==> src/rtl/dac_pkg.sv <==
// Shared constants, state encoding and frame builder for the DAC update scheduler.
package dac_pkg;

    localparam int unsigned FRAME_W  = 32;
    localparam int unsigned SAMPLE_W = 12;
    localparam int unsigned ADDR_W   = 4;
    localparam int unsigned CMD_W    = 4;

    // Field positions inside the 32-bit LTC2624-style frame
    localparam int unsigned DATA_LSB = 4;
    localparam int unsigned ADDR_LSB = DATA_LSB + SAMPLE_W;
    localparam int unsigned CMD_LSB  = ADDR_LSB + ADDR_W;

    localparam logic [CMD_W-1:0]  CMD_WR_UPD = 4'h3;
    localparam logic [ADDR_W-1:0] ADDR_ALL   = 4'hF;

    typedef enum logic [1:0] {
        ST_INIT,
        ST_IDLE,
        ST_ISSUE
    } state_t;

    function automatic logic [FRAME_W-1:0] make_frame(input logic [ADDR_W-1:0]   addr,
                                                      input logic [SAMPLE_W-1:0] data);
        logic [FRAME_W-1:0] w;
        w = '0;
        w[CMD_LSB  +: CMD_W]    = CMD_WR_UPD;
        w[ADDR_LSB +: ADDR_W]   = addr;
        w[DATA_LSB +: SAMPLE_W] = data;
        return w;
    endfunction

endpackage

==> src/rtl/dac_update_scheduler_if.sv <==
// Command-word handshake between the scheduler and the DAC serializer.
interface dac_update_scheduler_if;
    import dac_pkg::*;

    logic [FRAME_W-1:0] cmd_word;
    logic               cmd_valid;
    logic               cmd_ready;

    modport master (output cmd_word, output cmd_valid, input  cmd_ready);
    modport slave  (input  cmd_word, input  cmd_valid, output cmd_ready);

endinterface

==> src/rtl/dac_pri_enc.sv <==
// Lowest-set-bit encoder: index of the lowest 1 in mask, plus an any-set flag.
module dac_pri_enc
    import dac_pkg::*;
#(
    parameter int unsigned N = 4
) (
    input  logic [N-1:0]      mask,
    output logic [ADDR_W-1:0] idx,
    output logic              any
);

    // Scan upward and latch the first set bit found
    always_comb begin
        idx = '0;
        any = 1'b0;
        for (int unsigned i = 0; i < N; i++) begin
            if (mask[i] && !any) begin
                idx = ADDR_W'(i);
                any = 1'b1;
            end
        end
    end

endmodule

==> src/rtl/dac_update_scheduler.sv <==
// Sample-rate sequencer: snapshots enabled voice channels on each tick and
// issues one DAC write-and-update frame per channel, after a reset-time zeroing.
module dac_update_scheduler
    import dac_pkg::*;
#(
    parameter int unsigned NUM_CH     = 4,
    parameter int unsigned DATA_W     = 12,
    parameter int unsigned SAMPLE_DIV = 1000,
    parameter int unsigned OVR_W      = 8
) (
    input  logic                     clk,
    input  logic                     reset,
    input  logic [NUM_CH*DATA_W-1:0] ch_data,
    input  logic [NUM_CH-1:0]        ch_en,
    dac_update_scheduler_if.master   cmd,
    output logic                     busy,
    output logic                     overrun,
    output logic [OVR_W-1:0]         overrun_cnt
);

    localparam int unsigned CNT_W = (SAMPLE_DIV > 1) ? $clog2(SAMPLE_DIV) : 1;
    localparam logic [FRAME_W-1:0] INIT_WORD = {8'h00, CMD_WR_UPD, ADDR_ALL, 12'h000, 4'h0};

    logic [CNT_W-1:0]         div_cnt;
    logic                     tick;
    state_t                   state, state_n;
    logic                     valid_q, valid_n;
    logic [NUM_CH-1:0]        pending, pending_n;
    logic [NUM_CH*DATA_W-1:0] shadow, shadow_n;
    logic                     overrun_n;
    logic [OVR_W-1:0]         ovr_cnt_n;
    logic                     busy_n;
    logic [ADDR_W-1:0]        enc_idx;
    logic                     enc_any;
    logic [DATA_W-1:0]        sel_data;
    logic [NUM_CH-1:0]        rem;
    logic                     transfer;
    logic                     last_xfer;
    logic [FRAME_W-1:0]       word_c;

    assign tick      = (div_cnt == CNT_W'(SAMPLE_DIV - 1));
    assign transfer  = valid_q & cmd.cmd_ready;
    assign rem       = pending & ~(NUM_CH'(1) << enc_idx);
    assign last_xfer = transfer && (rem == '0);

    dac_pri_enc #(.N(NUM_CH)) u_pri_enc (
        .mask (pending),
        .idx  (enc_idx),
        .any  (enc_any)
    );

    // Free-running sample divider, independent of the FSM state
    always_ff @(posedge clk or posedge reset) begin
        if (reset)     div_cnt <= '0;
        else if (tick) div_cnt <= '0;
        else           div_cnt <= div_cnt + 1'b1;
    end

    // Select the shadowed sample of the channel currently being issued
    always_comb begin
        sel_data = '0;
        for (int unsigned i = 0; i < NUM_CH; i++) begin
            if (enc_idx == ADDR_W'(i)) sel_data = shadow[i*DATA_W +: DATA_W];
        end
    end

    // Frame is derived from held state so it cannot change until the transfer
    always_comb begin
        word_c = '0;
        if (valid_q) begin
            if (state == ST_INIT) word_c = INIT_WORD;
            else if (enc_any)     word_c = make_frame(enc_idx, sel_data);
        end
    end

    // Next-state, snapshot, pending-mask and overrun logic
    always_comb begin
        state_n   = state;
        valid_n   = valid_q;
        pending_n = pending;
        shadow_n  = shadow;
        overrun_n = 1'b0;
        ovr_cnt_n = overrun_cnt;
        case (state)
            ST_INIT: begin
                valid_n = 1'b1;
                if (transfer) begin
                    valid_n = 1'b0;
                    state_n = ST_IDLE;
                end
            end
            ST_IDLE: begin
                if (tick) begin
                    shadow_n  = ch_data;
                    pending_n = ch_en;
                    if (ch_en != '0) begin
                        state_n = ST_ISSUE;
                        valid_n = 1'b1;
                    end
                end
            end
            ST_ISSUE: begin
                if (transfer) pending_n = rem;
                // A tick landing on the final transfer starts the next frame back-to-back
                if (last_xfer) begin
                    if (tick) begin
                        shadow_n  = ch_data;
                        pending_n = ch_en;
                    end
                    if (!tick || ch_en == '0) begin
                        state_n = ST_IDLE;
                        valid_n = 1'b0;
                    end
                end else if (tick) begin
                    overrun_n = 1'b1;
                    if (overrun_cnt != '1) ovr_cnt_n = overrun_cnt + 1'b1;
                end
            end
            default: begin
                state_n = ST_INIT;
                valid_n = 1'b0;
            end
        endcase
        busy_n = (state_n != ST_IDLE);
    end

    // State and registered outputs; async reset clears everything and re-arms INIT
    always_ff @(posedge clk or posedge reset) begin
        if (reset) begin
            state       <= ST_INIT;
            valid_q     <= 1'b0;
            pending     <= '0;
            shadow      <= '0;
            overrun     <= 1'b0;
            overrun_cnt <= '0;
            busy        <= 1'b0;
        end else begin
            state       <= state_n;
            valid_q     <= valid_n;
            pending     <= pending_n;
            shadow      <= shadow_n;
            overrun     <= overrun_n;
            overrun_cnt <= ovr_cnt_n;
            busy        <= busy_n;
        end
    end

    assign cmd.cmd_valid = valid_q;
    assign cmd.cmd_word  = word_c;

endmodule

==> src/flat_wrapper.sv <==
// flat-port wrapper written by rule: the top's interface ports become plain ports
module dac_update_scheduler_flat import dac_pkg::*;
#(
    parameter int unsigned NUM_CH     = 4,
    parameter int unsigned DATA_W     = 12,
    parameter int unsigned SAMPLE_DIV = 1000,
    parameter int unsigned OVR_W      = 8
)
  (clk, reset, ch_data, ch_en, busy, overrun, overrun_cnt, cmd_cmd_word, cmd_cmd_valid, cmd_cmd_ready);
  dac_update_scheduler_if cmd_i ();
  input  logic clk;
  input  logic reset;
  input  logic [NUM_CH*DATA_W-1:0] ch_data;
  input  logic [NUM_CH-1:0] ch_en;
  output logic busy;
  output logic overrun;
  output logic [OVR_W-1:0] overrun_cnt;
  output wire logic [$bits(cmd_i.cmd_word)-1:0] cmd_cmd_word;
  output wire logic [$bits(cmd_i.cmd_valid)-1:0] cmd_cmd_valid;
  input wire logic [$bits(cmd_i.cmd_ready)-1:0] cmd_cmd_ready;
  assign cmd_cmd_word = cmd_i.cmd_word;
  assign cmd_cmd_valid = cmd_i.cmd_valid;
  assign cmd_i.cmd_ready = cmd_cmd_ready;
  dac_update_scheduler #(.NUM_CH(NUM_CH), .DATA_W(DATA_W), .SAMPLE_DIV(SAMPLE_DIV), .OVR_W(OVR_W)) u_core (.clk(clk), .reset(reset), .ch_data(ch_data), .ch_en(ch_en), .cmd(cmd_i), .busy(busy), .overrun(overrun), .overrun_cnt(overrun_cnt));
endmodule
==> config.mk <==
export PLATFORM = sky130hd
export DESIGN_NAME = dac_update_scheduler_flat
export DESIGN_NICKNAME = d
export VERILOG_FILES = /design/src/rtl/dac_pkg.sv /design/src/rtl/dac_update_scheduler_if.sv /design/src/rtl/dac_pri_enc.sv /design/src/rtl/dac_update_scheduler.sv /design/src/flat_wrapper.sv
export SDC_FILE = /design/constraint.sdc
export NUM_CORES = 1
export LEC_CHECK = 0
export CELL_PAD_IN_SITES_DETAIL_PLACEMENT = 1
export CELL_PAD_IN_SITES_GLOBAL_PLACEMENT = 1
export CORE_UTILIZATION = 30
export CTS_CLUSTER_DIAMETER = 150
export CTS_CLUSTER_SIZE = 24
export DETAILED_ROUTE_END_ITERATION = 8
export PLACE_DENSITY = 0.71
export SLEW_MARGIN = 20
export SYNTH_ARGS = -nofsm -noshare
export SYNTH_HDL_FRONTEND = slang
export SYNTH_SLANG_ARGS = --single-unit
==> constraint.sdc <==
create_clock -name clk -period 2.8 [get_ports clk]
set_clock_uncertainty 0.1 [all_clocks]
set_input_delay 0.42 -clock clk [delete_from_list [all_inputs] [get_ports clk]]
set_output_delay 0.42 -clock clk [all_outputs]
set_load 0.03 [all_outputs]
* Word-level counts from Yosys, hierarchy flattened
Cells that the tools add are included.
Operators by class: bitwise gates (word level) 4, add/subtract/negate cells 2, shift-type cells 1, eq/ne operators 12, multiplexer cells 38, reductions and logical operators 19
Operators by type and width (count):
- $mux 48 | 2
- $pmux 48 s2 | 1
- $mux 32 | 2
- $mux 12 | 4
- $mux 4 | 6
- $mux 22 | 1
- $mux 1 | 13
- $logic_not 4->1 | 3
- $add 10x1->10 const B | 1
- $eq 10x10->1 const B | 1
- $mux 10 | 1
- $mux 2 | 5
- $ne 2x1->1 const B | 5
- $add 8x1->8 const B | 1
- $eq 4x2->1 const B | 2
- $ne 8x8->1 const B | 1
- $pmux 4 s2 | 1
- $reduce_and 4->1 | 2
- $pmux 2 s3 | 1
- $and 4x4->4 | 1
- $eq 4x1->1 const B | 1
- $logic_and 1x1->1 | 4
- $logic_not 1->1 | 4
- $not 4->4 | 1
- other kinds (11) | 12
Word-level totals: input port bits 55, register bits 75, output and inout port bits 43, word-level logic and storage cells 84

* Logic depth before layout (Yosys ltp)
Gate-level depths: netlist of the first run.
depth in word-level cells 18, mapped depth 7, mapped depth without buffers 5

* Cells and area by module
Synthesis of the first run repeated with hierarchy kept, for this count alone.
Unflattened totals: cells, all modules 456, area, all modules 4356.7 µm²
Modules (own cells, without submodules):
- dac_update_scheduler | area an instance 4302.9 µm², instances 1, sequential area each 1876.8 µm², cells an instance 446
- dac_pri_enc | area an instance 53.8 µm², instances 1, sequential area each 0.0 µm², cells an instance 10

* Worst setup path before layout of the first run
OpenSTA, ideal clock, no wires.
kind reg2out, from reg u_core.pending[1], to out cmd_cmd_word[13], data arrival time 1.972 ns, required time 2.280 ns, stages on the path, launching flop included 5, slack 0.308 ns, path buffers 1, path through dfrtp_1 -> clkbuf_1 -> o21ai_0 -> a22oi_1 -> a211oi_1
On the way: longest elaborated chain between the ends 16, elaborated cells on any way between the ends 22, classes of those cells 3 x eq/ne; 13 x mux; 6 x reduce/logical
Ends and longest elaborated chain:
- from (decl) | line dac_update_scheduler.sv:28 | logic [NUM_CH-1:0] pending, pending_n;
- from (signal assigned) | line dac_update_scheduler.sv:140 | pending <= pending_n;
- $logic_and 1x1->1 (*) | line dac_pri_enc.sv:17 | if (mask[i] && !any) begin
- $mux 1 | line dac_pri_enc.sv:17
- $logic_not 1->1 | line dac_pri_enc.sv:17
- $logic_and 1x1->1 | line dac_pri_enc.sv:17
- $mux 1 | line dac_pri_enc.sv:17
- $logic_not 1->1 | line dac_pri_enc.sv:17
- $logic_and 1x1->1 | line dac_pri_enc.sv:17
- $mux 4 | line dac_pri_enc.sv:17
- $logic_not 4->1 | line dac_update_scheduler.sv:63 | if (enc_idx == ADDR_W'(i)) sel_data = shadow[i*DATA_W +: DATA_W];
- $mux 12 (4 in series) | line dac_update_scheduler.sv:63
- $mux 22 (*) | line dac_update_scheduler.sv:72 | else if (enc_any) word_c = make_frame(enc_idx, sel_data);
- $mux 32 (*) | line dac_update_scheduler.sv:71 | if (state == ST_INIT) word_c = INIT_WORD;
- $mux 32 (*) | line dac_update_scheduler.sv:70 | if (valid_q) begin
- to (decl) | line flat_wrapper.sv:18 | output wire logic [$bits(cmd_i.cmd_word)-1:0] cmd_cmd_word;
Mark *: on every way between the ends. The rest lies on a longest branch, timed or not.

* Worst setup path after layout of the first run
from reg u_core.pending[0], to out cmd_cmd_word[21]
On the way: longest elaborated chain between the ends 13
Ends and longest elaborated chain (line):
- $mux 1 (*) | dac_pri_enc.sv:17
- $logic_not 1->1 | dac_pri_enc.sv:17
- $logic_and 1x1->1 | dac_pri_enc.sv:17
- $mux 1 (*) | dac_pri_enc.sv:17
- $logic_not 1->1 | dac_pri_enc.sv:17
- $logic_and 1x1->1 | dac_pri_enc.sv:17
- $mux 1 (*) | dac_pri_enc.sv:17
- $logic_not 1->1 | dac_pri_enc.sv:17
- $logic_and 1x1->1 | dac_pri_enc.sv:17
- $mux 1 (*) | dac_pri_enc.sv:17
- $mux 22 (*) | dac_update_scheduler.sv:72
- $mux 32 (*) | dac_update_scheduler.sv:71
- $mux 32 (*) | dac_update_scheduler.sv:70
Marked as above.

==> summary.txt, run 1 <==
die height: 114.5 µm
Final Net Count: 472
CTS tree: yes
num rows: 40
worst-path fanout max: 9
Post-Route WL: 9908 µm
crit path setup slack, layout: 0.1375 ns
CTS sink count: 75
Largest stage delay, worst path: 0.60 ns
Top Family by Delay on Critical Path: simple AND/OR/NAND/NOR gates
RR Startpoint: u_core.pending[1]
Ys Warns: 0
drt pass-1 iters: 4
multiplexer share of the synthesized area: 15.14%
pre-CTS WS: 0.1166 ns
sequential fraction of the synthesis area: 49.47%
Core Box Area: 0.01216 mm²
P_leak: 2.048 nW
vias in the first global route: 3,113
Netlist cell types: 52
hold_buf cts: 0
Post-CTS Setup Inserts: 0
Port Buffers: 83
total track usage: 16.47%
layout cells sized above 1: 17.90%
Total Power: 3.034 mW
Post-synth EDFFs: 0
Worst EP required: 2.28 ns
synthesized area: 0.003794 mm²
Least-Margin Pin Slew: 0.5205 ns
endpoints failing hold: 0
post-route ant nets: 0
Fmax: 375.6 MHz
# diodes: 0
Critical Path Stages: 4
CTS buffer count: 9
DP Cell Count: 572
gpl congestion: 0.7986
pin count of the biggest net entering global routing: 49
WP buf/inv: 1
Final HPWL DP: 7418 µm
Crit-path slowest cell: clkdlybuf4s50_1
Area growth syn-to-layout: 33.74%
cells on worst reg2reg path: 6
run status: finished, final reports clean
Worst slew margin: 65.25%
minimum clock period: 2.663 ns
Die Span X: 114.5 µm
flop2flop setup slack: 0.52 ns
post-synth top area share: 49.47%
I/O pins: 98
startpoint class of the critical path: register
Clock Path Buffers: 2
# Max-Cap Violations: 0
clock insertion delay at the later pin of the skew report: 0.33 ns
syn avg cell area: 11.53 µm²
root buf cell: clkbuf_16
ys async rst share: 100.0%
IR Drop Worst-Case VDD: 0.0002900 V
r2r endpoint: u_core.shadow[44]
DR vias/cell: 4.905
Final Setup Violations: 0
full die area: 0.01310 mm²
Crit path arrival time: 2.14 ns
Non-Filler Instances: 587
Synth Area in XOR/XNOR: 2.540%
via count: 2,879
Synth Register Bits: 75
adder-cell share of the synthesized area: 0.6596%
CP Class: reg -> out
Initial Util: 31.19%
cell taking the most area after synthesis: dfrtp_1
max-slew violations: 0
compound-gate portion of the synthesized area: 13.75%
critical path cell sequence: or3_1, nor3_1, nor2_1, clkdlybuf4s50_1
PwrDens: 598.0 mW/mm²
unrepaired setup endpoints after global routing: false
Initial DRC Count: 158
Setup TNS Final: 0 ns
Hold WC Path Type: in -> async
# DRC: 0
Synth Area in Simple Gates: 11.11%
Synth area leaders: dfrtp_1, mux2_2, mux2_1
clock transition at the registers of the reported paths: 0.06 ns
Synth Flop Type: dfrtp_1
ratio of final minimum period to clock period: 95.09%
largest family of logic cells by synthesized area: multiplexers
Syn Inst Count: 329
minimum hold slack: 0.3428 ns
global route overflow: 0
CTS HTree Levels: 3
routed length per instance: 16.88 µm
global-route wire length before repair: 16,450 µm
initial antenna violation count: 0
critical path endpoint category: output port
worst reg2reg max path, cell delays in order, from the launching register on:
cell and delay, ns:
dfrtp_2 0.48, buf_4 0.19, a211oi_2 0.23, o2111ai_1 0.22, a21oi_4 0.26, buf_12 0.28, mux2_1 0.40
cell families (layout without fill, tap and decap cells):
kind of cell | after synthesis | in the layout
flops | 75 | 75
other cells | 1 | 14
buf+inv | 44 | 121
simple gates | 73 | 73
fa+ha+maj | 2 | 2
compound gates | 72 | 72
xor+xnor | 11 | 11
mux | 51 | 51
cells in the mapped netlist (all sizes together), types with 4 or more instances:
cell / n
o21ai: 7
nor4: 4
nand2: 12
a22o: 6
nand3: 7
clkbuf: 6
xor2: 10
nor2: 15
inv: 8
and3: 4
a22oi: 5
o22ai: 15
a211oi: 14
nor2b: 4
dfrtp: 75
nand4: 4
mux2: 51
nor3: 9
buf: 30
a21oi: 12
worst max-delay path by stage:
stage	to	slack, ns	startpoint
floorplan	cmd_cmd_word[13]	0.31	u_core.pending[1]
global placement	cmd_cmd_word[15]	0.20	u_core.pending[2]
detailed placement	cmd_cmd_word[13]	0.12	u_core.pending[2]
CTS	cmd_cmd_word[21]	0.09	u_core.pending[0]
global route	cmd_cmd_word[21]	0.06	u_core.pending[0]
finish	cmd_cmd_word[21]	0.14	u_core.pending[0]
metrics by stage:
step	util (%)	instance area, µm²
after floorplan	-	3842
after global placement	39.28	4777
after detailed placement	39.28	4777
after CTS	41.67	5067
after global routing	41.72	5074
final	41.72	5074
what timing repair did:
action,in CTS,in global routing
endpoints found under the hold margin,0,0
setup endpoints to repair,12,3
resized for setup,13,4
state kept, by name, summed over array words and instances (netlist names):
name and flops:
u_core.overrun 1, u_core.shadow 48, u_core.pending 4, u_core.state 2, u_core.overrun_cnt 8, u_core.busy 1
u_core.cmd.cmd_valid 1, u_core.div_cnt 10
routing by layer:
layer  track usage [%]  part of all wire, %
met5                 0                    0
met4             5.195                  1.6
met3             3.176                  3.1
met2             25.82                   47
met1             22.93                   48
cells in the final DEF (no fill, tap or decap), drive strengths merged, types with 5 or more instances in the layout:
cell type,n
dfrtp,75
clkdlybuf4s50,70
mux2,51
nor2,15
o22ai,15
buf,15
conb,14
a211oi,14
nand2,12
dlygate4sd2,12
a21oi,12
clkbuf,12
xor2,10
nor3,9
inv,9
o21ai,7
nand3,7
a22o,6
a22oi,5
area by class of cell:
type,instances,area [µm²]
Fill cell,1334,7088
Sequential cell,75,1881
Multi-Input combinational cell,223,1694
Timing Repair Buffer,98,955.9
Clock buffer,12,256.5
Tap cell,168,210.2
Clock inverter,3,46.29
Inverter,8,30.03
where the power goes:
part	switching, mW	internal (mW)	leakage, nW
Sequential	0.0364	1.13	0.875
Clock	0.443	0.737	0.145
Combinational	0.407	0.277	1.03
Power figures use the tool's default switching activity.
==> inputs of run 2 (changes only) <==
--- a/config.mk
+++ b/config.mk
@@ -5,13 +5,14 @@
 export SDC_FILE = /design/constraint.sdc
 export NUM_CORES = 1
 export LEC_CHECK = 0
+export ABC_AREA = 1
 export CELL_PAD_IN_SITES_DETAIL_PLACEMENT = 1
 export CELL_PAD_IN_SITES_GLOBAL_PLACEMENT = 1
 export CORE_UTILIZATION = 30
 export CTS_CLUSTER_DIAMETER = 150
 export CTS_CLUSTER_SIZE = 24
 export DETAILED_ROUTE_END_ITERATION = 8
-export PLACE_DENSITY = 0.71
+export PLACE_DENSITY = 0.75
 export SLEW_MARGIN = 20
 export SYNTH_ARGS = -nofsm -noshare
 export SYNTH_HDL_FRONTEND = slang
==> run 2 against run 1 <==
Net effect:
- global-route usage grew 2.2 points
- utilization is 0.34 points lower
- hold slack better by 0.024 ns
- register-to-register slack improved by 0.09 ns
- combinational power down 81%
- worst setup slack got worse by 0.015 ns
- die area increased by 2.0%
- synthesized cell count up 49%
- via count increased by 23%
- area after synthesis is 2.0% higher
==> summary.txt, run 2 <==
run status: finished, final reports clean
RR Startpoint: u_core.div_cnt[0]
minimum hold slack: 0.3671 ns (+0.02426 ns)
syn avg cell area: 7.917 µm² (-31%)
# Max-Cap Violations: 0 (unchanged)
crit path setup slack, layout: 0.1221 ns (-0.01539 ns)
fillers: 1,540 (+15%)
r2r endpoint: u_core.pending[2]
endpoints failing hold: 0 (unchanged)
Least-Margin Pin Slew: 0.5692 ns (+0.04868 ns)
Syn Inst Count: 489 (+49%)
biggest regs: u_core.shadow: 48 flops, u_core.div_cnt: 10 flops, u_core.overrun_cnt: 8 flops
minimum clock period: 2.678 ns (+0.01539 ns)
global routing usage on met3: 2.772% (-0.40 points)
clock transition at the registers of the reported paths: 0.06 ns (about the same)
global route overflow: 0 (unchanged)
sequential fraction of the synthesis area: 48.48% (-0.99 points)
Core Box Area: 0.01262 mm² (+3.8%)
Synth Register Bits: 75 (unchanged)
Worst EP required: 2.28 ns (about the same)
Hold WC Path Type: in -> async
Synth area leaders: dfrtp_1, nand2_1, nand3_1
Final Setup Violations: 0 (unchanged)
Netlist cell types: 33 (-37%)
die height: 115.6 µm (+1.0%)
via count: 3,550 (+23%)
met1 usage: 24.45% (+1.5 points)
CTS sink count: 75 (unchanged)
routed length per instance: 15.66 µm (-7.3%)
Clock Path Buffers: 2 (unchanged)
most common cell after layout, fill and taps aside: nand2_1
Synth Flop Type: dfrtp_1
IR Drop Worst-Case VDD: 0.0002009 V (-31%)
DR vias/cell: 4.746 (-3.2%)
P_leak: 2.584 nW (+26%)
Ys Warns: 0 (unchanged)
global-route wire length before repair: 18,960 µm (+15%)
Top Usage Layer GRT: met2
post-route ant nets: 0 (unchanged)
Area growth syn-to-layout: 34.87%
Initial Util: 30.68% (-0.52 points)
cells on worst reg2reg path: 7 (+1)
Worst slew margin: 62.00% (-3.2 points)
Largest stage delay, worst path: 0.44 ns (-0.16 ns)
total track usage: 18.69% (+2.2 points)
pre-CTS WS: 0.2459 ns (+0.1293 ns)
Post-CTS Setup Inserts: 0 (unchanged)
critical path endpoint category: output port
Post-Route WL: 11,710 µm (+18%)
CTS HTree Levels: 3 (unchanged)
most frequent cells in the layout: nand2_1, dfrtp_1, clkdlybuf4s50_1
root buf cell: clkbuf_16
M2 GR Usage: 31.34% (+5.5 points)
Crit path arrival time: 2.16 ns (+0.02 ns)
CTS buffer count: 9 (unchanged)
ys async rst share: 100.0% (unchanged)
commonest cells in the synthesized netlist: nand2_1, dfrtp_1, nand3_1
layout cells sized above 1: 10.24% (-7.7 points)
pin count of the biggest net entering global routing: 49 (unchanged)
Final HPWL DP: 8463 µm (+14%)
post-synth top area share: 48.48% (-0.99 points)
full die area: 0.01336 mm² (+2.0%)
cell taking the most area after synthesis: dfrtp_1
gpl congestion: 0.8237 (+3.1%)
Post-synth EDFFs: 0 (unchanged)
worst-path fanout max: 12 (+3)
drt pass-1 iters: 4 (unchanged)
startpoint class of the critical path: register
num rows: 41 (+2.5%)
flop2flop setup slack: 0.61 ns (+0.09 ns)
# DRC: 0 (unchanged)
CP Class: reg -> out
I/O pins: 98 (unchanged)
Fmax: 373.4 MHz (-0.57%)
initial antenna violation count: 0 (unchanged)
synthesized area: 0.003871 mm² (+2.0%)
CTS tree: yes
Die Span X: 115.6 µm (+1.0%)
Largest register FFs: 48 (unchanged)
vias in the first global route: 3,746 (+20%)
clock insertion delay at the later pin of the skew report: 0.33 ns (about the same)
Initial DRC Count: 177 (+12%)
ratio of final minimum period to clock period: 95.64% (+0.55 points)
critical path cell sequence: inv_1, nand2_1, nor2_1, nor3_1, buf_4, o21ai_0, nor3b_1, buf_12
PwrDens: 457.5 mW/mm² (-23%)
max-slew violations: 0 (unchanged)
# diodes: 0 (unchanged)
CP Launch Point: u_core.pending[2]
Port Buffers: 83 (unchanged)
Final Net Count: 628 (+33%)
count leader, synth: nand2_1
Crit-path slowest cell: dfrtp_1
Biggest register: u_core.shadow
[run 2: metal layers]
layer / vias up / wire (µm)
met4: 0 / 202
met2: 73 / 5749
li1: 1714 / -
met3: 13 / 406
met1: 1750 / 5351
met5: - / 0
[run 2: critical path, delay by kind of cell (launching register included)]
family | cells | cell delay (ns)
AOI/OAI and AO/OA | 1 | 0.11
buffers and inverters | 3 | 0.54
DFF | 1 | 0.44
and+or+nand+nor | 4 | 0.74
[run 2: worst max path at each step]
| stage | end | slack, ns | cells after the start |
|---|---|---|---|
| 2_1_floorplan | cmd_cmd_word[11] | 0.33 | 5 |
| 3_3_place_gp | cmd_cmd_word[6] | 0.30 | 9 |
| 3_5_place_dp | cmd_cmd_word[6] | 0.25 | 9 |
| 4_1_cts | cmd_cmd_word[11] | 0.03 | 7 |
| 5_1_grt | cmd_cmd_word[13] | -0.003 | 9 |
| 6_report | cmd_cmd_word[8] | 0.12 | 8 |
[run 2: layout make-up]
class | count | area, µm² | area share [%]
clock buffers | 10 | 239.0 | 4.577
flip-flops and latches | 75 | 1879 | 35.99
clock inverters | 6 | 65.06 | 1.246
multi-input cells | 353 | 1704 | 32.64
inverters | 38 | 146.4 | 2.804
repair buffers | 94 | 972.2 | 18.62
well taps | 172 | 215.2 | 4.122
[run 2: kinds of logic (layout without fill, tap and decap cells)]
logic type / after synthesis / count (layout) / share of synthesized area [%]
flops: 75 / 75 / 48.48
compound gates: 45 / 45 / 6.723
buf+inv: 74 / 148 / 9.664
xor+xnor: 9 / 9 / 2.036
simple gates: 281 / 281 / 31.84
other cells: 1 / 14 / 0.09687
fa+ha+maj: 2 / 2 / 0.6463
mux: 2 / 2 / 0.5172
[run 2: power breakdown]
group	total [mW]	internal, mW	leakage (nW)	switching (mW)
clock network	1.17	0.714	0.148	0.458
registers	1.08	1.08	1.01	0
logic	0.133	0.0711	1.43	0.0619
total	2.39	1.87	2.58	0.520
[run 2: metrics by stage]
stage | utilization [%] | cells | total power, mW | area [µm²] | setup TNS (ns)
after CTS | 41.11 | 748 | 2.415 | 5187 | 0
after floorplan | - | 502 | 1.161 | 3920 | 0
after global routing | 41.37 | 748 | 2.472 | 5221 | -0.003081
after detailed placement | 38.73 | 732 | 1.239 | 4887 | 0
final | 41.37 | 748 | 2.389 | 5221 | 0
after global placement | 38.73 | 732 | 1.237 | 4887 | 0
[run 2: repair_timing]
| item | CTS | global route |
|---|---|---|
| hold buffers | 0 | 0 |
| gates resized for setup | 3 | 8 |
| endpoints found under the setup margin | 3 | 8 |
| hold endpoints to repair | 0 | 0 |
